**src/rtl/seq_grader_if.sv**
```systemverilog
// seq_grader_if: sample input and status output bundle for seq_grader.
// master drives in_valid/in_pass; slave (the grader) drives the status side.
interface seq_grader_if;
  logic       in_valid;
  logic       in_pass;
  logic [1:0] status;
  logic       verdict_pulse;
  logic [3:0] pass_count;
  logic [7:0] approve_cnt;
  logic [7:0] reject_cnt;

  modport master (
    output in_valid, in_pass,
    input  status, verdict_pulse, pass_count,
    input  approve_cnt, reject_cnt
  );

  modport slave (
    input  in_valid, in_pass,
    output status, verdict_pulse, pass_count,
    output approve_cnt, reject_cnt
  );
endinterface

```
**src/rtl/seq_grader.sv**
```systemverilog
// seq_grader: grades a run of up to N_STEPS pass/fail samples into an
// approve/reject verdict held HOLD_CYC cycles; rejects early once approval
// is impossible, aborts the run when in_valid drops mid-run.
// Ports: clk, rst (async, active-high), bus (seq_grader_if.slave):
//   in_valid/in_pass in; status, verdict_pulse, pass_count,
//   approve_cnt, reject_cnt out.
// Macro STATS_EN: when defined, approve_cnt/reject_cnt count verdicts
// (saturating at 255); when undefined both read 0.
module seq_grader #(
  parameter int N_STEPS  = 4,
  parameter int PASS_MIN = 3,
  parameter int HOLD_CYC = 2
) (
  input  logic        clk,
  input  logic        rst,
  seq_grader_if.slave bus
);

  // State encoding doubles as the status code.
  typedef enum logic [1:0] {
    IDLE    = 2'b00,
    EVAL    = 2'b01,
    REJECT  = 2'b10,
    APPROVE = 2'b11
  } state_t;

  localparam logic [3:0] STEPS_LAST = 4'(N_STEPS);
  localparam logic [3:0] FAIL_MAX   = 4'(N_STEPS - PASS_MIN);
  localparam logic [7:0] HOLD_LAST  = 8'(HOLD_CYC - 1);

  state_t     state_q, state_d;
  logic [3:0] step_q, step_d;
  logic [3:0] pass_q, pass_d;
  logic [3:0] fail_q, fail_d;
  logic [7:0] hold_q, hold_d;
  logic [1:0] status_q, status_d;
  logic       pulse_q, pulse_d;

  always_comb begin
    state_d = state_q;
    step_d  = step_q;
    pass_d  = pass_q;
    fail_d  = fail_q;
    hold_d  = hold_q;
    unique case (state_q)
      IDLE, EVAL: begin
        if (bus.in_valid) begin
          // IDLE counters are zero, so this also starts a run at step 1.
          step_d = step_q + 4'd1;
          if (bus.in_pass) pass_d = pass_q + 4'd1;
          else             fail_d = fail_q + 4'd1;
          hold_d = '0;
          if (fail_d > FAIL_MAX)
            state_d = REJECT;
          else if (step_d == STEPS_LAST)
            state_d = APPROVE;
          else
            state_d = EVAL;
        end else begin
          state_d = IDLE;
          step_d  = '0;
          pass_d  = '0;
          fail_d  = '0;
        end
      end
      REJECT, APPROVE: begin
        if (hold_q == HOLD_LAST) begin
          state_d = IDLE;
          step_d  = '0;
          pass_d  = '0;
          fail_d  = '0;
          hold_d  = '0;
        end else begin
          hold_d = hold_q + 8'd1;
        end
      end
      default: state_d = IDLE;
    endcase
  end

  always_comb begin
    status_d = state_q;
    // First verdict cycle is the one with the hold counter still at zero.
    pulse_d  = state_q[1] && (hold_q == '0);
  end

  always_ff @(posedge clk or posedge rst) begin
    if (rst) begin
      state_q  <= IDLE;
      step_q   <= '0;
      pass_q   <= '0;
      fail_q   <= '0;
      hold_q   <= '0;
      status_q <= '0;
      pulse_q  <= 1'b0;
    end else begin
      state_q  <= state_d;
      step_q   <= step_d;
      pass_q   <= pass_d;
      fail_q   <= fail_d;
      hold_q   <= hold_d;
      status_q <= status_d;
      pulse_q  <= pulse_d;
    end
  end

`ifdef STATS_EN
  logic [7:0] app_q, app_d;
  logic [7:0] rej_q, rej_d;
  logic       ent_app, ent_rej;

  always_comb begin
    ent_app = (state_d == APPROVE) && (state_q != APPROVE);
    ent_rej = (state_d == REJECT) && (state_q != REJECT);
    app_d   = app_q;
    rej_d   = rej_q;
    if (ent_app && app_q != 8'hFF) app_d = app_q + 8'd1;
    if (ent_rej && rej_q != 8'hFF) rej_d = rej_q + 8'd1;
  end

  always_ff @(posedge clk or posedge rst) begin
    if (rst) begin
      app_q <= '0;
      rej_q <= '0;
    end else begin
      app_q <= app_d;
      rej_q <= rej_d;
    end
  end

  assign bus.approve_cnt = app_q;
  assign bus.reject_cnt  = rej_q;
`else
  assign bus.approve_cnt = '0;
  assign bus.reject_cnt  = '0;
`endif

  assign bus.status        = status_q;
  assign bus.verdict_pulse = pulse_q;
  assign bus.pass_count    = pass_q;

endmodule

```
**src/flat_wrapper.sv**
```systemverilog
// flat-port wrapper written by rule: the top's interface ports become plain ports
module seq_grader_flat 
#(
  parameter int N_STEPS  = 4,
  parameter int PASS_MIN = 3,
  parameter int HOLD_CYC = 2
)
  (clk, rst, bus_in_valid, bus_in_pass, bus_status, bus_verdict_pulse, bus_pass_count, bus_approve_cnt, bus_reject_cnt);
  seq_grader_if bus_i ();
  input  logic clk;
  input  logic rst;
  input wire logic [$bits(bus_i.in_valid)-1:0] bus_in_valid;
  input wire logic [$bits(bus_i.in_pass)-1:0] bus_in_pass;
  output wire logic [$bits(bus_i.status)-1:0] bus_status;
  output wire logic [$bits(bus_i.verdict_pulse)-1:0] bus_verdict_pulse;
  output wire logic [$bits(bus_i.pass_count)-1:0] bus_pass_count;
  output wire logic [$bits(bus_i.approve_cnt)-1:0] bus_approve_cnt;
  output wire logic [$bits(bus_i.reject_cnt)-1:0] bus_reject_cnt;
  assign bus_i.in_valid = bus_in_valid;
  assign bus_i.in_pass = bus_in_pass;
  assign bus_status = bus_i.status;
  assign bus_verdict_pulse = bus_i.verdict_pulse;
  assign bus_pass_count = bus_i.pass_count;
  assign bus_approve_cnt = bus_i.approve_cnt;
  assign bus_reject_cnt = bus_i.reject_cnt;
  seq_grader #(.N_STEPS(N_STEPS), .PASS_MIN(PASS_MIN), .HOLD_CYC(HOLD_CYC)) u_core (.clk(clk), .rst(rst), .bus(bus_i));
endmodule
```
**config.mk**
```make
export PLATFORM = sky130hd
export DESIGN_NAME = seq_grader_flat
export DESIGN_NICKNAME = d
export VERILOG_FILES = /design/src/rtl/seq_grader_if.sv /design/src/rtl/seq_grader.sv /design/src/flat_wrapper.sv
export SDC_FILE = /design/constraint.sdc
export NUM_CORES = 1
export LEC_CHECK = 0
export BUFFER_PORTS_ARGS = -buffer_cell sky130_fd_sc_hd__buf_2
export CORE_UTILIZATION = 45
export CTS_BUF_LIST = sky130_fd_sc_hd__clkbuf_16
export DETAILED_ROUTE_END_ITERATION = 12
export PLACE_DENSITY = 0.73
export SYNTH_ARGS = -nofsm -noshare
export SYNTH_HDL_FRONTEND = slang
export SYNTH_SLANG_ARGS = --single-unit
```
**constraint.sdc**
```tcl
create_clock -name clk -period 1.3 [get_ports clk]
set_input_delay 0.26 -clock clk [delete_from_list [all_inputs] [get_ports clk]]
set_output_delay 0.26 -clock clk [all_outputs]
set_load 0.01 [all_outputs]
```
After elaboration in Yosys (flattened, before gate mapping)
Index checks and enable logic that the tools add are counted.

Bitwise gates (word level): 0. $lt $le $gt $ge: 1. Multipliers: 0. Reductions and logical operators: 6. Shift operators: 0. Mux-type cells: 19. Eq/ne operators: 8. Divide/modulo/power cells: 0. $add $sub $neg: 4.

Operators with widths (count): $mux 4 (8); $pmux 4 s2 (3); $mux 8 (2); $pmux 8 s2 (1); $add 4x1->4 const B (3); $add 8x1->8 const B (1); $eq 8x1->1 const B (1); $logic_not 8->1 (1); $mux 2 (4); $eq 2x2->1 const B (2); $eq 4x3->1 const B (1); $gt 4x1->1 const B (1); $pmux 2 s2 (1); $reduce_or 2->1 (2); $ne 3x3->1 const B (1); $eq 2x1->1 const B (1); $logic_not 2->1 (1); $ne 2x1->1 const B (1); $ne 2x2->1 const B (1); $reduce_and 2->1 (1); $logic_and 1x1->1 (1).

Input port bits: 4. ROM bits: 0. Memory bits (writable): 0. Register bits after elaboration: 25. Latch bits: 0. Memories kept: 0. Output and inout bits: 23.

Longest topological paths before layout
Gate-level depths: netlist (run 1).

Depth in word-level cells: 8. Gate-level depth with buffers: 6. Depth with buffers taken out: 5.

Worst setup path after synthesis (run 1)
No wires, ideal clock.

Path kind: register to register. Start: reg u_core.hold_q[0]. End: reg u_core.hold_q[7]. Cell stages (with the launch flop): 5. Slack: -186 ps. Arrival time: 1417 ps. Buffers on the path: 0. Cell sequence: dfrtp_1 > ha_1 > a31o_1 > or4_1 > nand3_1.

Cells in the longest elaborated chain, start to end: 3. Elaborated cells between the ends (all ways): 4. Classes of those cells: add/sub (1); eq/ne (1); mux (2).

RTL lines: from (decl) (line seq_grader.sv:35) `logic [7:0] hold_q, hold_d;`; from (signal assigned) (line seq_grader.sv:101) `hold_q <= hold_d;`; $add 8x1->8 or $eq 8x1->1 (tied branches) (line seq_grader.sv:74, seq_grader.sv:67); $mux 8 * (line seq_grader.sv:67) `if (hold_q == HOLD_LAST) begin`; $pmux 8 s2 * (line seq_grader.sv:45) `unique case (state_q)`.

Every way passes the cells marked *; elsewhere a longest branch is shown, timed or not. A chain may end at the register's enable or synchronous reset.

Final worst setup path (run 1)
Start: reg u_core.hold_q[7]. End: reg u_core.hold_q[4].

Cells in the longest elaborated chain, start to end: 3.

RTL lines (line): $eq 8x1->1 (seq_grader.sv:67); $mux 8 (seq_grader.sv:67); $pmux 8 s2 (seq_grader.sv:45).

Every way passes these cells.

==> metrics.csv, run 1 <==
stage,metric,value,unit
power_and_ir_drop,seqPwrFrac,0.313,
timing,setup_violations,23,
clock_tree,cts.sinks,25,
die,rows,19,
grt,grt_max_degree,26,
outcome,violations,negative setup slack,
timing,min_period_over_period,1.19,
grt,gr-total-overflow,0,
placement,gp_congestion,0.874,
outcome,outcome,"complete, but fails checks",
worst_setup_path,critPathMaxFanout,7,
synthesis,synth.distinct_cells,42,
synthesis,syn_avg_cell_area,9.54,um2
finish,final_cells,226,
timing,period_needed,1.55,ns
grt,grt_pass1_wl,5320,um
die,start_util,0.495,
clock_tree,clock_latency,0.26,ns
placement,portBuffers,10,
timing,slew_violations,0,
power_and_ir_drop,switchingPower,1.36,mW
min_path,hp-class,input pin to asynchronous set/reset pin,
placement,pre_cts_ws,-0.206,ns
power_and_ir_drop,p_sw_frac,0.366,
synthesis,synth_common_cells,"dfrtp_1 (25), nand2_1 (17), buf_4 (16), o21ai_0 (16)",
drt,drc,0,
grt,antenna_found_initial,0,
finish,antenna_cells,0,
timing,finalWorstSetupSlack,-0.253,ns
timing,rsz0062_at_grt,yes,
clock_tree,cts_max_path_buffers,2,
job,maxCapViolations,0,
power_and_ir_drop,static-leakage-power,0.950,nW
synthesis,synth_edf_count,0,
worst_setup_path,reg2reg_depth,5,
drt,avgRoutedWirePerCell,17.1,um
power_and_ir_drop,ir_worst_vdd,0.946,mV
synthesis,synth.most_common_cell,dfrtp_1,
finish,fin_util,0.697,
clock_tree,ctsHoldBuffers,0,
synthesis,async_reset_ff_frac,1.00,
placement,place_inst,214,
timing,fin_skew,0.00242,ns
synthesis,synth-main-ff-cell,dfrtp_1,
die,core,2850,um2
worst_setup_path,critPathCaptureType,register,
worst_setup_path,r2r_start,u_core.hold_q[7],
drt,avgViaCountPerCell,5.75,
clock_tree,cts_tree,done,
finish,drive_gt1_frac,0.436,
clock_tree,cts_max_level,1,
power_and_ir_drop,power_frac_clock,0.180,
finish,nets,207,
finish,syn_to_final_growth,41.0,%
drt,drtIter0Drc,71,
die,die_w,58.0,um
power_and_ir_drop,p_int,2.35,mW
synthesis,post_synth_instance_area,1410,um2
power_and_ir_drop,combPwrFrac,0.507,
drt,wirelength,3860,um
synthesis,synth-seq-cells,25,
worst_setup_path,path_class,register to register,
timing,setup_tns,-4.05,ns
synthesis,synth_area_leaders,"dfrtp_1 (44%), buf_4 (8.5%), ha_1 (6.2%), o21ai_0 (5.7%), nand2_1 (4.5%)",
synthesis,ys_warn_count,0,
die,die_h,58.0,um
worst_setup_path,startpoint_type,register,
synthesis,synthCells,148,
clock_tree,cts.reportedPaths.clkPinSlew,0.06,ns
placement,hpwl,2260,um
synthesis,ys_seq_area_frac,0.443,
worst_setup_path,cp_data_required_time,1.45,ns
clock_tree,cts_buffers,3,
worst_setup_path,reg2reg_slack,-0.25,ns
drt,vias,1300,
timing,hold_viol,0,
drt,dr.pass1.iters,4,
drt,ant_nets,0,
die,die-area,3360,um2
die,ioPinCount,27,
synthesis,synth.largest_area_cell,dfrtp_1,
worst_setup_path,r2r_end,u_core.hold_q[4],
grt,grt_usage,0.208,
worst_setup_path,cp.arrival,1.70,ns
timing,max_freq,644,MHz
grt,first_global_vias,1259,
power_and_ir_drop,power_density,1860,nW/um2
clock_tree,clock-root-buffer,clkbuf_16,
synthesis,yosysTopAreaCellShare,0.443,
-- metal layers --
layer,vias up,share of wire,track usage
li1,592,-,-
met1,649,0.40,0.249
met2,46,0.53,0.366
met3,13,0.040,0.0313
met4,0,0.028,0.0986
met5,-,0,0
-- cell families (layout without fill, tap and decap cells) --
family	Yosys count	count (layout)	synth area share
other	1	16	0.00266
muxes	1	1	0.00798
xor gates and xnor gates	3	3	0.0186
AOI/OAI and AO/OA	37	37	0.165
DFF	25	25	0.443
buffers and inverters	26	58	0.117
and+or+nand+nor	48	48	0.184
adders and majority gates	7	7	0.0621
-- flip-flops by register name, summed over array words and instances, names as in the netlist --
register / flops
u_core.hold_q: 8
u_core.bus.pass_count: 4
u_core.fail_q: 4
u_core.step_q: 4
u_core.bus.status: 2
u_core.state_q: 2
u_core.bus.verdict_pulse: 1
-- critical path, stage by stage, from the launching register on --
cell and delay, ns:
dfrtp_1 0.42, nor4_4 0.30, buf_4 0.16, a31oi_4 0.12, clkbuf_16 0.20, a32o_1 0.24
-- cell usage in the layout, fill, tap and decap left out, types with 2 or more instances in the layout --
cell,count
a21oi_1,3
a22o_1,2
a31oi_1,3
buf_12,2
buf_2,10
buf_4,30
buf_6,4
clkbuf_16,4
conb_1,16
dfrtp_1,24
ha_1,2
ha_2,2
ha_4,3
inv_1,7
nand2_1,11
nand2_2,6
nand2b_1,2
nand3_1,6
nor2_1,4
o21ai_0,2
o21ai_1,10
o21ai_2,7
or3_1,2
xor2_1,2
-- final cells by class --
cell class	instances	area, um2
clock inverters	1	3.75
repair buffers	47	385
fillers	191	863
clock buffers	3	75.1
flip-flops and latches	25	627
multi-input cells	112	833
inverters	7	26.3
well taps	31	38.8
-- metrics by stage --
| stage | instance area (um2) | hold slack (ns) | total power [mW] |
|---|---|---|---|
| 2_1_floorplan | 1480 | 0.287 | 1.81 |
| 3_3_place_gp | 1660 | 0.322 | 2.37 |
| 3_5_place_dp | 1660 | 0.331 | 2.45 |
| 4_1_cts | 1820 | 0.0552 | 3.33 |
| 5_1_grt | 1990 | 0.0891 | 3.91 |
| 6_report | 1990 | 0.0502 | 3.71 |
-- worst max path at each step --
| stage | startpoint | endpoint | slack (ns) | cells after the start |
|---|---|---|---|---|
| final | u_core.hold_q[7] | u_core.hold_q[4] | -0.25 | 5 |
| after floorplan | u_core.hold_q[4] | u_core.hold_q[4] | -0.13 | 4 |
| after global routing | u_core.hold_q[7] | u_core.state_q[0] | -0.27 | 7 |
| after global placement | u_core.hold_q[4] | u_core.fail_q[0] | -0.13 | 4 |
| after CTS | u_core.hold_q[0] | u_core.hold_q[5] | -0.17 | 6 |
| after detailed placement | u_core.hold_q[4] | u_core.fail_q[0] | -0.21 | 4 |
-- what timing repair did --
| item | CTS | global route |
|---|---|---|
| pin swaps | 2 | 9 |
| gates resized for setup | 20 | 27 |
| endpoints found under the setup margin | 22 | 22 |
| setup buffers | 3 | 4 |
| cloned | 0 | 1 |
-- power by group through the flow --
stage          logic [mW]  clock network [mW]  registers, mW
4_1_cts              1.51               0.685           1.14
3_5_place_dp         1.31                   0           1.14
5_1_grt              2.02               0.715           1.18
3_3_place_gp         1.25                   0           1.12
6_report             1.88               0.669           1.16
2_1_floorplan       0.633                   0           1.18
(Power assumes the default switching activity.)
==> run 2, diff against run 1 <==
--- a/config.mk
+++ b/config.mk
@@ -6,6 +6,7 @@
 export NUM_CORES = 1
 export LEC_CHECK = 0
 export BUFFER_PORTS_ARGS = -buffer_cell sky130_fd_sc_hd__buf_2
+export CORE_MARGIN = 2
 export CORE_UTILIZATION = 45
 export CTS_BUF_LIST = sky130_fd_sc_hd__clkbuf_16
 export DETAILED_ROUTE_END_ITERATION = 12
==> run 2 against run 1 <==
Against the previous run: the flow still finishes with violations (negative setup slack); sequential share of layout area is 1.2 points higher; clock power is 0.9% higher; hold slack better by 0.34 ns; first-iteration DRC count is 37% lower; clock skew is 0.0036 ns higher; final area is 3.8% lower; critical endpoint is now u_core.fail_q[0].
==> metrics.csv, run 2 (synthesis results as in run 1) <==
stage,metric,value,unit,change
clock_tree,cts_buffers,3,,unchanged
finish,drive_gt1_frac,0.377,,-0.0589
min_path,hp-class,register to register,,
power_and_ir_drop,seqPwrFrac,0.329,,+0.016
drt,vias,1231,,-5.3%
finish,final_cell_mix,"buf_4 (25), dfrtp_1 (25), nand2_1 (16), conb_1 (16), o21ai_1 (12)",,
drt,wirelength,3470,um,-10%
grt,gr-total-overflow,0,,unchanged
grt,grt_pass1_wl,5660,um,+6.5%
grt,grt_max_degree,17,,-35%
drt,topRoutingLayerUsed,met4,,
grt,antenna_found_initial,0,,unchanged
drt,ant_nets,0,,unchanged
job,maxCapViolations,0,,unchanged
clock_tree,cts_tree,done,,
worst_setup_path,path_class,register to register,,
grt,first_global_vias,1225,,-2.7%
worst_setup_path,slowest_delay,0.41,ns,about the same
die,start_util,0.466,,-0.0286
finish,regMostFlops,u_core.hold_q,,
placement,hpwl,2330,um,+3.1%
timing,rsz0062_at_grt,yes,,
power_and_ir_drop,p_sw_frac,0.364,,-0.00181
clock_tree,cts.reportedPaths.clkPinSlew,0.06,ns,about the same
drt,dr.pass1.iters,4,,unchanged
power_and_ir_drop,p_int,2.20,mW,-6.3%
outcome,violations,negative setup slack,,
timing,hold_viol,0,,unchanged
drt,wl_met2,1860,um,-8.7%
power_and_ir_drop,power_frac_clock,0.195,,+0.015
die,core,3030,um2,+6.1%
placement,place_inst,226,,+5.6%
grt,grt_usage,0.212,,+0.00365
worst_setup_path,path_cells,"nor4_4, a31o_4, nand2_2, mux2_4",,
timing,worst_hold_slack,0.391,ns,+0.341 ns
placement,pre_cts_ws,-0.234,ns,-0.0281 ns
worst_setup_path,critical_path.top_delay_family,simple AND/OR/NAND/NOR gates,,
timing,fin_skew,0.00601,ns,+0.00360 ns
outcome,outcome,"complete, but fails checks",,
clock_tree,cts.sinks,25,,unchanged
finish,syn_to_final_growth,35.6,%,
drt,avgViaCountPerCell,5.24,,-8.9%
worst_setup_path,cp_num_buf_inv,0,,-2
power_and_ir_drop,power_density,1810,nW/um2,-2.9%
die,die-area,3600,um2,+7.0%
worst_setup_path,cp.arrival,1.65,ns,-0.05 ns
timing,setup_violations,22,,-4.3%
power_and_ir_drop,fin_total_pwr,3.47,mW,-6.5%
timing,period_needed,1.51,ns,-0.0392 ns
worst_setup_path,startpoint_type,register,,
drt,drtIter0Drc,45,,-37%
placement,portBuffers,10,,unchanged
power_and_ir_drop,ir_worst_vdd,0.606,mV,-36%
power_and_ir_drop,static-leakage-power,0.919,nW,-3.3%
die,ioPinCount,27,,unchanged
clock_tree,cts_max_level,1,,unchanged
die,die_h,60.0,um,+3.4%
power_and_ir_drop,combPwrFrac,0.476,,-0.031
drt,wl_met3,111,um,-29%
finish,stdcell_area,1910,um2,-3.8%
finish,final_cells,235,,+4.0%
finish,antenna_cells,0,,unchanged
drt,drc,0,,unchanged
clock_tree,clock_latency,0.26,ns,about the same
drt,avgRoutedWirePerCell,14.8,um,-14%
die,rows,20,,+1
clock_tree,cts_max_path_buffers,2,,unchanged
drt,met1_length,1450,um,-6.9%
finish,nets,203,,-1.9%
worst_setup_path,cp_data_required_time,1.44,ns,about the same
power_and_ir_drop,switchingPower,1.26,mW,-7.0%
die,die_w,60.0,um,+3.4%
clock_tree,clock-root-buffer,clkbuf_16,,
placement,dpl_cell_area,1670,um2,+0.53%
timing,max_freq,661,MHz,+2.6%
finish,largest_reg_flops,8,,unchanged
worst_setup_path,critPathMaxFanout,5,,-2
worst_setup_path,critPathCaptureType,register,,
placement,gp_congestion,0.922,,+5.4%
timing,slew_violations,0,,unchanged
timing,finalWorstSetupSlack,-0.214,ns,+0.0392 ns
timing,min_period_over_period,1.16,,-0.0302
worst_setup_path,cpMaxStageDelayCell,dfrtp_1,,
## run 2: changes by cell type in the layout (fill, tap and decap cells not counted), moves of 2 or more
| cell | previous run | this run |
|---|---|---|
| o21ai_1 | 10 | 12 |
| o21ai_0 | 2 | 0 |
| nand2_2 | 6 | 1 |
| buf_4 | 30 | 25 |
| nand2_1 | 11 | 16 |
| buf_6 | 4 | 6 |
## run 2: cell type report
cell class / count / area, um2
inverter: 7 / 26.3
sequential: 25 / 626
timing repair buffer: 43 / 335
multi-input combinational: 112 / 793
clock buffer: 3 / 75.1
fill: 238 / 1110
clock inverter: 1 / 3.75
tap: 44 / 55.1
## run 2: repair_timing
action	4_1_cts	5_1_grt
endpoints found under the hold margin	6	0
gates cloned	0	1
setup endpoints to repair	22	22
gates resized for setup	34	9
pin swaps	5	3
hold buffers	1	0
buffers inserted	1	2
## run 2: per-layer routing
layer,global-route usage,vias to the layer above
met5,0,-
met4,0.0762,0
met3,0.0455,6
met2,0.371,31
met1,0.253,615
li1,-,579
## run 2: per-stage QoR
step	setup TNS, ns	util
floorplan	-0.901	-
global placement	-1.38	0.552
detailed placement	-2.26	0.552
CTS	-2.03	0.612
global route	-3.96	0.632
finish	-2.84	0.632
## run 2: worst paths after layout
| path | slack, ns | from | end | depth (start not counted) |
|---|---|---|---|---|
| setup / recovery | -0.21 | u_core.hold_q[4] | u_core.fail_q[0] | 4 |
| hold / removal | 0.39 | u_core.state_q[0] | u_core.bus.status[0] | 0 |
| setup reg to reg | -0.21 | u_core.hold_q[4] | u_core.fail_q[0] | 4 |
| hold reg to reg | 0.39 | u_core.state_q[0] | u_core.bus.status[0] | 0 |
| max in group asynchronous | 0.32 | rst | u_core.bus.pass_count[2] | 4 |
| min in group asynchronous | 0.54 | rst | u_core.bus.verdict_pulse | 3 |
## run 2: power groups by stage
stage | Clock [mW] | Combinational [mW] | Sequential (mW)
3_5_place_dp | 0 | 1.25 | 1.12
4_1_cts | 0.688 | 1.49 | 1.13
5_1_grt | 0.730 | 1.82 | 1.16
2_1_floorplan | 0 | 0.633 | 1.18
6_report | 0.675 | 1.65 | 1.14
3_3_place_gp | 0 | 1.21 | 1.11
